### src/rtl/apb_slave_regs.sv
// APB slave with a bank of 32-bit read/write registers, programmable wait states
// and a free-running count of completed transfers.
module apb_slave_regs #(
  parameter int SLAVE_IDX   = 0,
  parameter int NUM_REGS    = 16,
  parameter int WAIT_CYCLES = 1
) (
  input  logic        pclk,
  input  logic        preset_n,
  input  logic [3:0]  psel,
  input  logic [31:0] paddr,
  input  logic        pwrite,
  input  logic        penable,
  input  logic [31:0] pwdata,
  output logic [31:0] prdata,
  output logic        pready,
  output logic [15:0] xfer_cnt
);

  localparam int          IDX_W      = $clog2(NUM_REGS);
  localparam logic [29:0] NUM_REGS_W = 30'(NUM_REGS);
  localparam logic [2:0]  WAIT_LD    = 3'(WAIT_CYCLES);

  typedef enum logic {
    IDLE   = 1'b0,
    ACCESS = 1'b1
  } state_t;

  state_t             state_q;
  logic [2:0]         wcnt_q;
  logic [15:0]        xfer_cnt_q;
  logic [15:0]        xfer_cnt_d;
  logic [31:0]        regs_q [NUM_REGS];

  logic               sel;
  logic               in_range;
  logic               complete;
  logic [IDX_W-1:0]   idx;
  logic               unused_bits;

  assign sel         = psel[SLAVE_IDX];
  assign idx         = paddr[2 +: IDX_W];
  assign in_range    = (paddr[31:2] < NUM_REGS_W);
  assign unused_bits = ^{psel, paddr[1:0]};

  // pready is purely a function of the FSM so the master sees it in the same cycle.
  assign pready     = (state_q == ACCESS) && (wcnt_q == 3'd0);
  assign complete   = pready && sel && penable;
  assign prdata     = (pready && !pwrite && in_range) ? regs_q[idx] : 32'h0;
  assign xfer_cnt_d = xfer_cnt_q + 16'd1;
  assign xfer_cnt   = xfer_cnt_q;

  always_ff @(posedge pclk or negedge preset_n) begin
    if (!preset_n) begin
      state_q <= IDLE;
      wcnt_q  <= 3'd0;
    end else begin
      unique case (state_q)
        IDLE: begin
          if (sel && !penable) begin
            state_q <= ACCESS;
            wcnt_q  <= WAIT_LD;
          end
        end
        ACCESS: begin
          // Deselect aborts; a fresh setup phase restarts the wait count.
          if (!sel) begin
            state_q <= IDLE;
          end else if (!penable) begin
            wcnt_q <= WAIT_LD;
          end else if (wcnt_q != 3'd0) begin
            wcnt_q <= wcnt_q - 3'd1;
          end else begin
            state_q <= IDLE;
          end
        end
      endcase
    end
  end

  always_ff @(posedge pclk or negedge preset_n) begin
    if (!preset_n) begin
      for (int i = 0; i < NUM_REGS; i++) begin
        regs_q[i] <= 32'h0;
      end
    end else if (complete && pwrite && in_range) begin
      regs_q[idx] <= pwdata;
    end
  end

  always_ff @(posedge pclk or negedge preset_n) begin
    if (!preset_n) begin
      xfer_cnt_q <= 16'h0;
    end else if (complete) begin
      xfer_cnt_q <= xfer_cnt_d;
    end
  end

endmodule

### config.mk
export PLATFORM = sky130hd
export DESIGN_NAME = apb_slave_regs
export DESIGN_NICKNAME = d
export VERILOG_FILES = /design/src/rtl/apb_slave_regs.sv
export SDC_FILE = /design/constraint.sdc
export NUM_CORES = 1
export LEC_CHECK = 0
export ABC_CLOCK_PERIOD_IN_PS = 4400
export CAP_MARGIN = 10
export CORE_ASPECT_RATIO = 1.1
export CORE_MARGIN = 1.5
export CORE_UTILIZATION = 51
export DETAILED_ROUTE_END_ITERATION = 16
export PLACE_DENSITY = 0.69
export RECOVER_POWER = 100
export SETUP_SLACK_MARGIN = 0.2
export SYNTH_ARGS = -nofsm -noshare
export SYNTH_HDL_FRONTEND = slang
export SYNTH_SLANG_ARGS = --single-unit
### constraint.sdc
create_clock -name pclk -period 4.4 [get_ports pclk]
set_clock_uncertainty 0.05 [all_clocks]
set_input_delay 0.88 -clock pclk [delete_from_list [all_inputs] [get_ports pclk]]
set_output_delay 0.88 -clock pclk [all_outputs]
set_load 0.01 [all_outputs]
======== Word-level counts from Yosys, hierarchy flattened ========
Cells that the tools add are included.
storage, ports and cells
  bits in registers ....................... 532
  bits of input ports ..................... 72
  logic and storage cells ................. 60
  output and inout port bits .............. 49
cells by class
  magnitude comparators ................... 3
  equal/unequal tests ..................... 3
  bitwise operators ....................... 2
  reduce and logical (&&, ||, !) cells .... 14
  multiplexer cells ....................... 17
  $add $sub $neg .......................... 2
operators with widths
  operator                 number
  $bwmux W512              1
  $bmux W32 S4             1
  $demux W32 S4            1
  $mux W32                 4
  $lt A30 B5 Y1 const B    1
  $add A16 B1 Y16 const B  1
  $mux W3                  4
  $logic_and A1 B1 Y1      9
  $pmux W3 S2              1
  $ge A5 B5 Y1 const B     1
  $lt A5 B1 Y1 const B     1
  $not A4 Y5               1
  $mux W1                  4
  $ne A2 B2 Y1 const B     2
  $logic_not A3 Y1         1
  $ne A3 B2 Y1 const B     1
  $reduce_and A3 Y1        1
  $reduce_bool A3 Y1       1
  $sub A3 B1 Y3 const B    1
  $logic_not A1 Y1         2
  $pmux W1 S2              1
  $not A1 Y1               1

======== Longest topological paths before layout ========
Gate-level depths: netlist (run 1).
  word-level depth ........................ 6
  gate-level depth with buffers ........... 10
  depth with buffers taken out ............ 7

======== Worst setup path after synthesis (run 1) ========
No wires, ideal clock.
  kind .................................... input to output
  start ................................... in paddr[17]
  end ..................................... out prdata[10]
  path slack .............................. 0.710 ns
  data arrival time ....................... 2.760 ns
  stages .................................. 7
  data required time ...................... 3.470 ns
  buffers on the path ..................... 3
  cell sequence ........................... nor4_1 nand3_2 buf_4 or4b_1 clkbuf_1 buf_4 a21oi_1
between the ends
  longest elaborated chain between the ends .. 3
RTL lines
  item                 line  text
  start: declaration   11    input logic [31:0] paddr,
  $lt A30 B5 Y1        43    assign in_range = (paddr[31:2] < NUM_REGS_W);
  $logic_and A1 B1 Y1  49    assign prdata = (pready && !pwrite && in_range) ? regs_q[idx] : 32'h0;
  $mux W32             49
  end: declaration     15    output logic [31:0] prdata,
Every way passes these cells.

======== Worst setup path in the final report (run 1) ========
  start ................................... in paddr[20]
  end ..................................... out prdata[8]
The elaborated chain is that of the path after synthesis.

==> metrics.md, run 1 <==
| Metric | Value |
|---|---|
| Ys flop type | `dfrtp_1` |
| Placed Area | `26300 sq um` |
| Clock slew at reported path FFs | `0.05 ns` |
| DRC violations left | `0` |
| Peak VDD IR | `0.297 mV` |
| Share of power burned in combinational logic | `4.8%` |
| Synth top area cells | `dfrtp_1 (55%), mux2_2 (21%), mux4_2 (12%)` |
| Final Slew Violations | `212` |
| Worst min path class | `reg -> reg` |
| Worst setup path end | `prdata[8]` |
| Relative slew slack | `-116%` |
| Final #Nets | `1688` |
| PwrDens | `356 nW/um^2` |
| Die W | `211 um` |
| Final setup vio count | `0` |
| Total power | `9.85 mW` |
| Post-synth EDFFs | `0` |
| Worst-skew pair later-pin latency | `0.60 ns` |
| Finished Layout Cells | `2290` |
| Syn Nets | `1585` |
| Switching Share | `22.3%` |
| Layout Area Growth over Synthesis | `14.2%` |
| Die ar. | `48800 sq um` |
| Starting Density | `51.7%` |
| Fmax | `243 MHz` |
| DR vias | `13700` |
| Clock tree buffer depth | `3` |
| DRT iter0 DRCs | `776` |
| FF+latch count, synth | `532` |
| Post-synth top area share | `55.0%` |
| Unrepaired setup endpoints after global routing | `no` |
| Switch Pwr | `2.20 mW` |
| Yosys warns | `0` |
| Htree depth | `2` |
| Final hold violations | `0` |
| Grt ovf | `0` |
| Cell count after synthesis | `1510` |
| Routed WL | `56300 um` |
| DIE HEIGHT | `232 um` |
| Design area | `27700 sq um` |
| Max_cap viols | `6` |
| Cell accounting for the most synthesized area | `dfrtp_1` |
| Most common cell in the netlist | `dfrtp_1` |
| Startpoint types | `input port` |
| Worst-Margin Slew | `3.24 ns` |
| Commonest cells post-synth | `dfrtp_1 (532), mux2_2 (461), mux4_2 (128)` |
| Met2 Routed Length | `27900 um` |
| Pleak | `13.2 nW` |
| Fillers | `3635` |
| Number of global-route vias before repair | `14700` |
| Pint | `7.66 mW` |
| Top sig layer | `met4` |
| Power share of the sequential group | `49.9%` |
| Worst path slowest cell | `or4b_4` |
| GP Congestion | `0.752` |
| Crit path launch | `paddr[20]` |
| CP Cell Sequence | `clkdlybuf4s50_1, nor4_1, nand4_4, or4b_4, buf_4, a21oi_1, dlygate4sd2_1` |
| Mapped Avg Cell Area | `16.0 sq um` |
| Vias/cell | `5.98` |
| RR Endpoint | `regs_q[148]` |
| Post-synth ARST share | `100%` |
| Inst Count DP | `2194` |
| Clock power frac | `45.3%` |
| Pre-Repair DR Iteration Count | `4` |
| Met3 wire length | `2370 um` |
| Worst Path Required | `3.47 ns` |
| CTS tree | `yes` |
| Final hold slack | `0.417 ns` |
| First-pass GRT wire length | `88200 um` |
| Layout cells sized above 1 | `44.1%` |
| Root buffer cell | `clkbuf_16` |
| Sequential area share after synthesis | `55.0%` |
| Wire per inst | `24.6 um` |
| Worst Setup End Kind | `output port` |
| Total GRT Usage | `23.9%` |
| Failing checks | `capacitance limit, slew limit` |
| Initial antenna violation count | `1` |
| Fin crit period | `4.12 ns` |
| Setup TNS | `0 ns` |
| Run status | `finished with violations` |
| Unique masters post-synth | `36` |
| CP max FO | `10` |
| Final ANT Viol Nets | `0` |
| CP Data Arrival Time | `3.19 ns` |
| R2R cell count | `8` |
| Max incr delay on CP | `0.60 ns` |
| Dpl hpwl | `33200 um` |
| PortBufs | `115` |
| Cell Rows | `83` |
| CTS Sinks | `532` |
| CTS buffer count | `54` |
| Synth Cell Area | `24200 sq um` |
| Setup CP Type | `in -> out` |
| # IOs | `121` |
| Largest net degree at the start of global routing | `118` |
| Period utilisation layout | `93.6%` |
| Flop2flop setup slack | `0.52 ns` |
| Core Box Area | `46800 sq um` |
| R2R Path Start | `wcnt_q[0]` |
| WL met1 | `24800 um` |
power by group through the flow:
| stage | clock, mW | combinational [mW] | sequential, mW |
|---|---|---|---|
| 3_5_place_dp | 0 | 0.484 | 5.01 |
| 6_report | 4.47 | 0.472 | 4.92 |
| 5_1_grt | 4.76 | 0.517 | 4.92 |
| 2_1_floorplan | 0 | 0.173 | 5.01 |
| 3_3_place_gp | 0 | 0.472 | 5.00 |
| 4_1_cts | 4.57 | 0.488 | 4.92 |
registers in the layout, indices dropped and copies added, names as in the netlist:
register	count
wcnt_q	3
regs_q	512
state_q	1
xfer_cnt	16
per-layer routing:
metal | track usage, % | up-vias
met2 | 39.9 | 267
met5 | 0 | -
li1 | - | 5869
met3 | 4.07 | 78
met1 | 32.3 | 7485
met4 | 6.56 | 0
metrics by stage:
step | worst slack (ns) | util [%]
detailed placement | -0.131 | 56.2
CTS | 0.138 | 59.9
global route | 0.167 | 59.1
finish | 0.280 | 59.1
floorplan | 0.710 | -
global placement | -0.101 | 56.2
repair_timing:
item / in CTS / in global routing
resized for setup: 36 / 6
buffers inserted: 0 / 0
pin swaps: 3 / 3
endpoints found under the setup margin: 32 / 4
hold buffers: 0 / 0
layout by cell type (no fill, tap or decap), types with 10 or more instances in the layout:
cell type        count
a21oi_1             32
a22oi_1             64
buf_12              18
buf_4               12
clkbuf_1            41
clkbuf_16           55
clkbuf_2            15
clkbuf_8            10
clkdlybuf4s50_1     63
dfrtp_1            532
dlygate4sd2_1       28
dlygate4sd3_1       17
mux2_1              54
mux2_2             461
mux4_2             128
nand2_1             15
nor4_1              12
xnor2_1             10
area by class of cell:
type | instances | area, sq um | share of cell area (%)
diodes | 1 | 2.50 | 0.00904
multi-input cells | 836 | 10100 | 36.4
flip-flops and latches | 532 | 13300 | 48.1
repair buffers | 182 | 1740 | 6.28
inverters | 7 | 26.3 | 0.0950
well taps | 637 | 797 | 2.88
clock inverters | 11 | 124 | 0.448
clock buffers | 84 | 1590 | 5.73
critical path, delay by kind of cell:
| family | cells | cell delay [ns] |
|---|---|---|
| buffers and inverters | 3 | 0.90 |
| AND/OR/NAND/NOR | 3 | 1.23 |
| AO/OA/AOI/OAI | 1 | 0.17 |
cells by family (layout without fill, tap and decap cells):
kind of cell	count (synthesis)	count (layout)	share of synthesized area (%)
other	0	1	0
adder cells (fa/ha/maj)	3	3	0.155
AO/OA/AOI/OAI	97	97	2.66
flip-flops	532	532	55.0
buffers and inverters	142	284	2.97
XOR/XNOR	15	15	0.542
AND/OR/NAND/NOR	78	78	2.88
multiplexers	643	643	35.8
worst min-delay path by stage:
stage	slack, ns	to	cells after the start	from
floorplan	0.40	regs_q[34]	1	regs_q[34]
global placement	0.41	xfer_cnt[15]	1	xfer_cnt[15]
detailed placement	0.41	xfer_cnt[15]	1	xfer_cnt[15]
CTS	0.35	xfer_cnt[15]	1	preset_n
global route	0.45	xfer_cnt[15]	1	xfer_cnt[15]
finish	0.42	xfer_cnt[15]	1	xfer_cnt[15]
No activity file was read; power rests on OpenSTA's default activity.
==> run 2, diff against run 1 <==
CORE_MARGIN = not set   (was 1.5)
CORE_UTILIZATION = 55   (was 51)
CTS_CLUSTER_DIAMETER = 200   (was not set)
PLACE_DENSITY = 0.74   (was 0.69)
==> metrics.md, run 2 (synthesis gave the netlist of run 1 again) <==
| Metric | Value |
|---|---|
| Run status | `finished with violations (unchanged)` |
| Failing checks | `capacitance limit, slew limit (unchanged)` |
| Relative slew slack | `-75.5% (was -116%)` |
| CP Cell Sequence | `clkdlybuf4s50_1, nor4_4, nand4_4, or4b_1, buf_8, a21oi_1, dlygate4sd2_1 (was clkdlybuf4s50_1, nor4_1, nand4_4, or4b_4, buf_4, a21oi_1, dlygate4sd2_1)` |
| Starting Density | `55.8% (was 51.7%)` |
| Hold path depth | `1 (unchanged)` |
| Setup CP Type | `in -> out (unchanged)` |
| Worst slack at placement | `-0.165 ns (was -0.131 ns)` |
| Worst Setup End Kind | `output port (unchanged)` |
| Peak VDD IR | `0.301 mV (was 0.297 mV)` |
| Vias/cell | `6.23 (was 5.98)` |
| Max reg flops | `512 (unchanged)` |
| Worst path slowest cell | `or4b_1 (was or4b_4)` |
| Most common cell after layout, fill and taps aside | `dfrtp_1 (unchanged)` |
| CTS buffer count | `53 (was 54)` |
| Final setup vio count | `0 (unchanged)` |
| Placed Area | `26300 sq um (about the same)` |
| Flop2flop setup slack | `0.59 ns (was 0.52 ns)` |
| GP Congestion | `0.771 (was 0.752)` |
| Root buffer cell | `clkbuf_16 (unchanged)` |
| Die ar. | `44900 sq um (was 48800 sq um)` |
| Largest net degree at the start of global routing | `95 (was 118)` |
| PortBufs | `115 (unchanged)` |
| Clock slew at reported path FFs | `0.06 ns (was 0.05 ns)` |
| Most flop-heavy register | `regs_q (unchanged)` |
| Final Slew Violations | `146 (was 212)` |
| Period utilisation layout | `93.7% (was 93.6%)` |
| Die W | `202 um (was 211 um)` |
| Final hold violations | `0 (unchanged)` |
| Dpl hpwl | `34400 um (was 33200 um)` |
| Setup WS post-layout | `0.277 ns (was 0.280 ns)` |
| Wire per inst | `25.4 um (was 24.6 um)` |
| CP max FO | `18 (was 10)` |
| CP Data Arrival Time | `3.19 ns (about the same)` |
| CTS tree | `yes (unchanged)` |
| Worst min path class | `reg -> reg (unchanged)` |
| Routed WL | `57000 um (was 56300 um)` |
| Cell Rows | `80 (was 83)` |
| Final ANT Viol Nets | `0 (unchanged)` |
| Design area | `27600 sq um (was 27700 sq um)` |
| N_diodes | `0 (was 1)` |
| Pre-Repair DR Iteration Count | `5 (was 4)` |
| Layout Area Growth over Synthesis | `14.0% (was 14.2%)` |
| Pleak | `13.2 nW (about the same)` |
| Fin crit period | `4.12 ns (about the same)` |
| Total GRT Usage | `26.5% (was 23.9%)` |
| Layout cells sized above 1 | `44.3% (was 44.1%)` |
| PwrDens | `356 nW/um^2 (about the same)` |
| Final #Nets | `1701 (was 1688)` |
| Htree depth | `2 (unchanged)` |
| Finished Layout Cells | `2241 (was 2290)` |
| Number of global-route vias before repair | `15200 (was 14700)` |
| Inst Count DP | `2145 (was 2194)` |
| R2R cell count | `8 (unchanged)` |
| Clock tree buffer depth | `3 (unchanged)` |
| Grt ovf | `0 (unchanged)` |
| Initial antenna violation count | `4 (was 1)` |
| Unrepaired setup endpoints after global routing | `no (unchanged)` |
| Max_cap viols | `4 (was 6)` |
| DR vias | `14000 (was 13700)` |
| Hold path startpoint | `xfer_cnt[15] (unchanged)` |
| Commonest cells after routing, fill and taps aside | `dfrtp_1 (532), mux2_2 (461), mux4_2 (128) (unchanged)` |
| Crit path launch | `paddr[20] (unchanged)` |
| Worst-Margin Slew | `2.63 ns (was 3.24 ns)` |
| Final hold slack | `0.418 ns (was 0.417 ns)` |
| Worst hold path endpoint | `xfer_cnt[15] (unchanged)` |
| DRC violations left | `0 (unchanged)` |
| First-pass GRT wire length | `90900 um (was 88200 um)` |
| DIE HEIGHT | `222 um (was 232 um)` |
| RR Endpoint | `regs_q[371] (was regs_q[148])` |
| Core Box Area | `43400 sq um (was 46800 sq um)` |
| R2R Path Start | `wcnt_q[0] (unchanged)` |
| CTS Sinks | `532 (unchanged)` |
| Worst-skew pair later-pin latency | `0.59 ns (was 0.60 ns)` |
| Fmax | `243 MHz (about the same)` |
| Startpoint types | `input port (unchanged)` |
| Worst Path Required | `3.47 ns (about the same)` |
| DRT iter0 DRCs | `773 (was 776)` |
| Max incr delay on CP | `0.65 ns (was 0.60 ns)` |
| # IOs | `121 (unchanged)` |
==> run 2: changes by cell type in the layout (fill, tap and decap cells not counted), moves of 3 or more <==
cell	before	now
buf_12	18	15
dlygate4sd2_1	28	31
clkbuf_8	10	15
nor4_1	12	16
buf_4	12	24
==> run 2: power by group <==
group          internal, mW  switching (mW)  leakage, nW  total, mW
registers              4.90          0.0114         7.42       4.92
clock network          2.58            1.87        0.846       4.45
logic                 0.170           0.305         4.94      0.474
==> run 2: repair_timing <==
| item | CTS | global route |
|---|---|---|
| buffers inserted | 0 | 0 |
| pin swaps | 0 | 1 |
| hold buffers | 0 | 0 |
| gates cloned | 0 | 0 |
| resized for setup | 38 | 1 |
| setup endpoints to repair | 32 | 1 |
==> run 2: through the flow <==
stage,setup TNS (ns),util (%),power [mW]
detailed placement,-3.13,60.6,5.49
finish,0,63.6,9.84
floorplan,0,-,5.18
CTS,0,64.6,9.95
global route,0,63.6,10.2
global placement,-1.72,60.6,5.48
==> run 2: worst max-delay path, delay by kind of cell <==
kind                   cells  cell delay [ns]
AO/OA/AOI/OAI              1             0.16
buffers and inverters      3             1.00
AND/OR/NAND/NOR            3             1.15
==> run 2: layer usage <==
layer / global-route usage, % / part of all wire (%) / up-vias / routed length [um]
met5: 0 / 0.070 / - / 40
met4: 7.57 / 2.3 / 6 / 1320
met3: 4.16 / 4.7 / 92 / 2670
met2: 42.8 / 49 / 340 / 28000
met1: 37.6 / 44 / 7628 / 25000
li1: - / - / 5896 / -
==> run 2: worst max-delay path by stage <==
stage / slack [ns] / to
after detailed placement: -0.16 / prdata[16]
after global placement: -0.11 / prdata[15]
after floorplan: 0.71 / prdata[10]
after global routing: 0.20 / prdata[2]
final: 0.28 / prdata[16]
after CTS: 0.16 / prdata[12]
==> run 2: cell type report <==
type                            count  area, sq um
Inverter                            7         26.3
Sequential cell                   532        13300
Tap cell                          574          718
Clock buffer                       84         1630
Timing Repair Buffer              196         1800
Multi-Input combinational cell    836        10000
Clock inverter                     12         93.8
Fill cell                        3224        15800
==> run 3, diff against run 2 <==
CORE_UTILIZATION = 60   (was 55)
PLACE_DENSITY = 0.8   (was 0.74)
==> metrics.md, run 3 (synthesis gave the netlist of run 1 again) <==
| Metric | Value |
|---|---|
| Final setup vio count | `0 (unchanged)` |
| Setup WS post-layout | `0.285 ns (was 0.277 ns)` |
| Max reg flops | `512 (unchanged)` |
| First-pass GRT wire length | `89300 um (was 90900 um)` |
| Final #Nets | `1697 (was 1701)` |
| PortBufs | `115 (unchanged)` |
| Final ANT Viol Nets | `0 (unchanged)` |
| Grt ovf | `0 (unchanged)` |
| Hold path startpoint | `regs_q[404] (was xfer_cnt[15])` |
| Switch Pwr | `2.19 mW (about the same)` |
| Startpoint types | `input port (unchanged)` |
| Worst Path Required | `3.47 ns (about the same)` |
| Die W | `194 um (was 202 um)` |
| Worst min path class | `reg -> reg (unchanged)` |
| Max incr delay on CP | `0.56 ns (was 0.65 ns)` |
| Relative slew slack | `-61.2% (was -75.5%)` |
| Unrepaired setup endpoints after global routing | `no (unchanged)` |
| Fin crit period | `4.12 ns (about the same)` |
| Worst Setup End Kind | `output port (unchanged)` |
| Largest net degree at the start of global routing | `92 (was 95)` |
| Dpl hpwl | `33900 um (was 34400 um)` |
| Starting Density | `61.4% (was 55.8%)` |
| Root buffer cell | `clkbuf_16 (unchanged)` |
| Period utilisation layout | `93.5% (was 93.7%)` |
| PwrDens | `367 nW/um^2 (was 356 nW/um^2)` |
| Worst-skew pair later-pin latency | `0.60 ns (was 0.59 ns)` |
| CP max FO | `10 (was 18)` |
| Commonest cells after routing, fill and taps aside | `dfrtp_1 (532), mux2_2 (459), mux4_2 (128) (was dfrtp_1 (532), mux2_2 (461), mux4_2 (128))` |
| Inst Count DP | `2073 (was 2145)` |
| R2R Path Start | `wcnt_q[0] (unchanged)` |
| Flop2flop setup slack | `0.67 ns (was 0.59 ns)` |
| GP Congestion | `0.768 (was 0.771)` |
| # IOs | `121 (unchanged)` |
| Most common cell after layout, fill and taps aside | `dfrtp_1 (unchanged)` |
| N_diodes | `0 (unchanged)` |
| Initial antenna violation count | `0 (was 4)` |
| Clock power frac | `46.8% (was 45.2%)` |
| CP Data Arrival Time | `3.19 ns (about the same)` |
| Max_cap viols | `8 (was 4)` |
| CTS tree | `yes (unchanged)` |
| Worst path slowest cell | `or4b_4 (was or4b_1)` |
| Hold path depth | `1 (unchanged)` |
| Final hold violations | `0 (unchanged)` |
| Run status | `finished with violations (unchanged)` |
| Switching Share | `21.7% (was 22.2%)` |
| Worst-Margin Slew | `2.42 ns (was 2.63 ns)` |
| Vias/cell | `6.49 (was 6.23)` |
| Layout Area Growth over Synthesis | `13.6% (was 14.0%)` |
| DRC violations left | `0 (unchanged)` |
| Layout cells sized above 1 | `44.5% (was 44.3%)` |
| Total GRT Usage | `28.7% (was 26.5%)` |
| Util after Layout | `69.7% (was 63.6%)` |
| Share of power burned in combinational logic | `4.5% (was 4.8%)` |
| Fmax | `243 MHz (about the same)` |
| CP delay by family, top | `simple AND/OR/NAND/NOR gates (unchanged)` |
| CP bufs+invs | `3 (unchanged)` |
| DRT iter0 DRCs | `837 (was 773)` |
| Worst hold path endpoint | `regs_q[404] (was xfer_cnt[15])` |
| Wire per inst | `26.1 um (was 25.4 um)` |
| Die ar. | `41200 sq um (was 44900 sq um)` |
| DR vias | `14100 (was 14000)` |
| Final Slew Violations | `222 (was 146)` |
| Pint | `7.91 mW (was 7.65 mW)` |
| Finished Layout Cells | `2168 (was 2241)` |
| R2R cell count | `9 (was 8)` |
| Crit path launch | `paddr[6] (was paddr[20])` |
| Peak VDD IR | `0.317 mV (was 0.301 mV)` |
| Clock tree buffer depth | `3 (unchanged)` |
| Setup CP Type | `in -> out (unchanged)` |
| DIE HEIGHT | `213 um (was 222 um)` |
| Pre-Repair DR Iteration Count | `4 (was 5)` |
| Setup TNS | `0 ns (unchanged)` |
| Routed WL | `56500 um (was 57000 um)` |
| CP Cell Sequence | `dlygate4sd3_1, nor4_1, nand3_2, or4b_4, buf_4, a21oi_1, dlygate4sd2_1 (was clkdlybuf4s50_1, nor4_4, nand4_4, or4b_1, buf_8, a21oi_1, dlygate4sd2_1)` |
| Pleak | `13.2 nW (about the same)` |
| CTS Sinks | `532 (unchanged)` |
| Most flop-heavy register | `regs_q (unchanged)` |
| Power share of the sequential group | `48.7% (was 50.0%)` |
| Core Box Area | `39500 sq um (was 43400 sq um)` |
| Fillers | `2612 (was 3224)` |
| Htree depth | `2 (unchanged)` |
| Failing checks | `capacitance limit, slew limit (unchanged)` |
| Cell Rows | `76 (was 80)` |
| Clock slew at reported path FFs | `0.06 ns (about the same)` |
| Hold buffer count at cts | `0 (unchanged)` |
| Number of global-route vias before repair | `14900 (was 15200)` |
| RR Endpoint | `regs_q[235] (was regs_q[371])` |
| CTS buffer count | `54 (was 53)` |
| Worst slack at placement | `-0.135 ns (was -0.165 ns)` |
-- run 3: area by class of cell --
| type | count | area (sq um) | share of cell area (%) |
|---|---|---|---|
| sequential | 532 | 13300 | 48.4 |
| multi-input combinational | 836 | 10000 | 36.5 |
| timing repair buffer | 191 | 1660 | 6.03 |
| clock buffer | 76 | 1590 | 5.76 |
| tap | 507 | 634 | 2.30 |
| clock inverter | 19 | 264 | 0.959 |
| inverter | 7 | 26.3 | 0.0955 |
-- run 3: metal layers --
layer	up-vias	track usage, %	part of all wire, %
met4	0	9.38	2.6
li1	5897	-	-
met5	-	0	0
met2	405	46.9	49
met1	7667	39.9	43
met3	100	4.41	5.4
-- run 3: power by group through the flow --
| stage | Sequential [mW] | Clock, mW | Combinational, mW |
|---|---|---|---|
| detailed placement | 5.01 | 0 | 0.470 |
| global route | 4.92 | 5.00 | 0.497 |
| floorplan | 5.01 | 0 | 0.173 |
| finish | 4.92 | 4.73 | 0.453 |
| global placement | 5.01 | 0 | 0.459 |
| CTS | 4.92 | 4.82 | 0.475 |
-- run 3: worst max path at each step --
| stage | depth (start not counted) | endpoint | slack, ns |
|---|---|---|---|
| 2_1_floorplan | 7 | prdata[10] | 0.71 |
| 3_3_place_gp | 7 | prdata[16] | -0.04 |
| 3_5_place_dp | 7 | prdata[31] | -0.13 |
| 4_1_cts | 7 | prdata[31] | 0.36 |
| 5_1_grt | 7 | prdata[13] | 0.18 |
| 6_report | 7 | prdata[31] | 0.28 |
-- run 3: what timing repair did --
| item | CTS | global route |
|---|---|---|
| buffers inserted | 0 | 0 |
| gates resized for setup | 36 | 0 |
| endpoints found under the setup margin | 32 | 0 |
-- run 3: metrics by stage --
| step | area (sq um) | hold slack (ns) | power (mW) |
|---|---|---|---|
| 6_report | 27500 | 0.431 | 10.1 |
| 5_1_grt | 27500 | 0.452 | 10.4 |
| 4_1_cts | 28000 | 0.265 | 10.2 |
| 3_5_place_dp | 26100 | 0.420 | 5.48 |
| 3_3_place_gp | 26100 | 0.406 | 5.46 |
| 2_1_floorplan | 24200 | 0.402 | 5.18 |
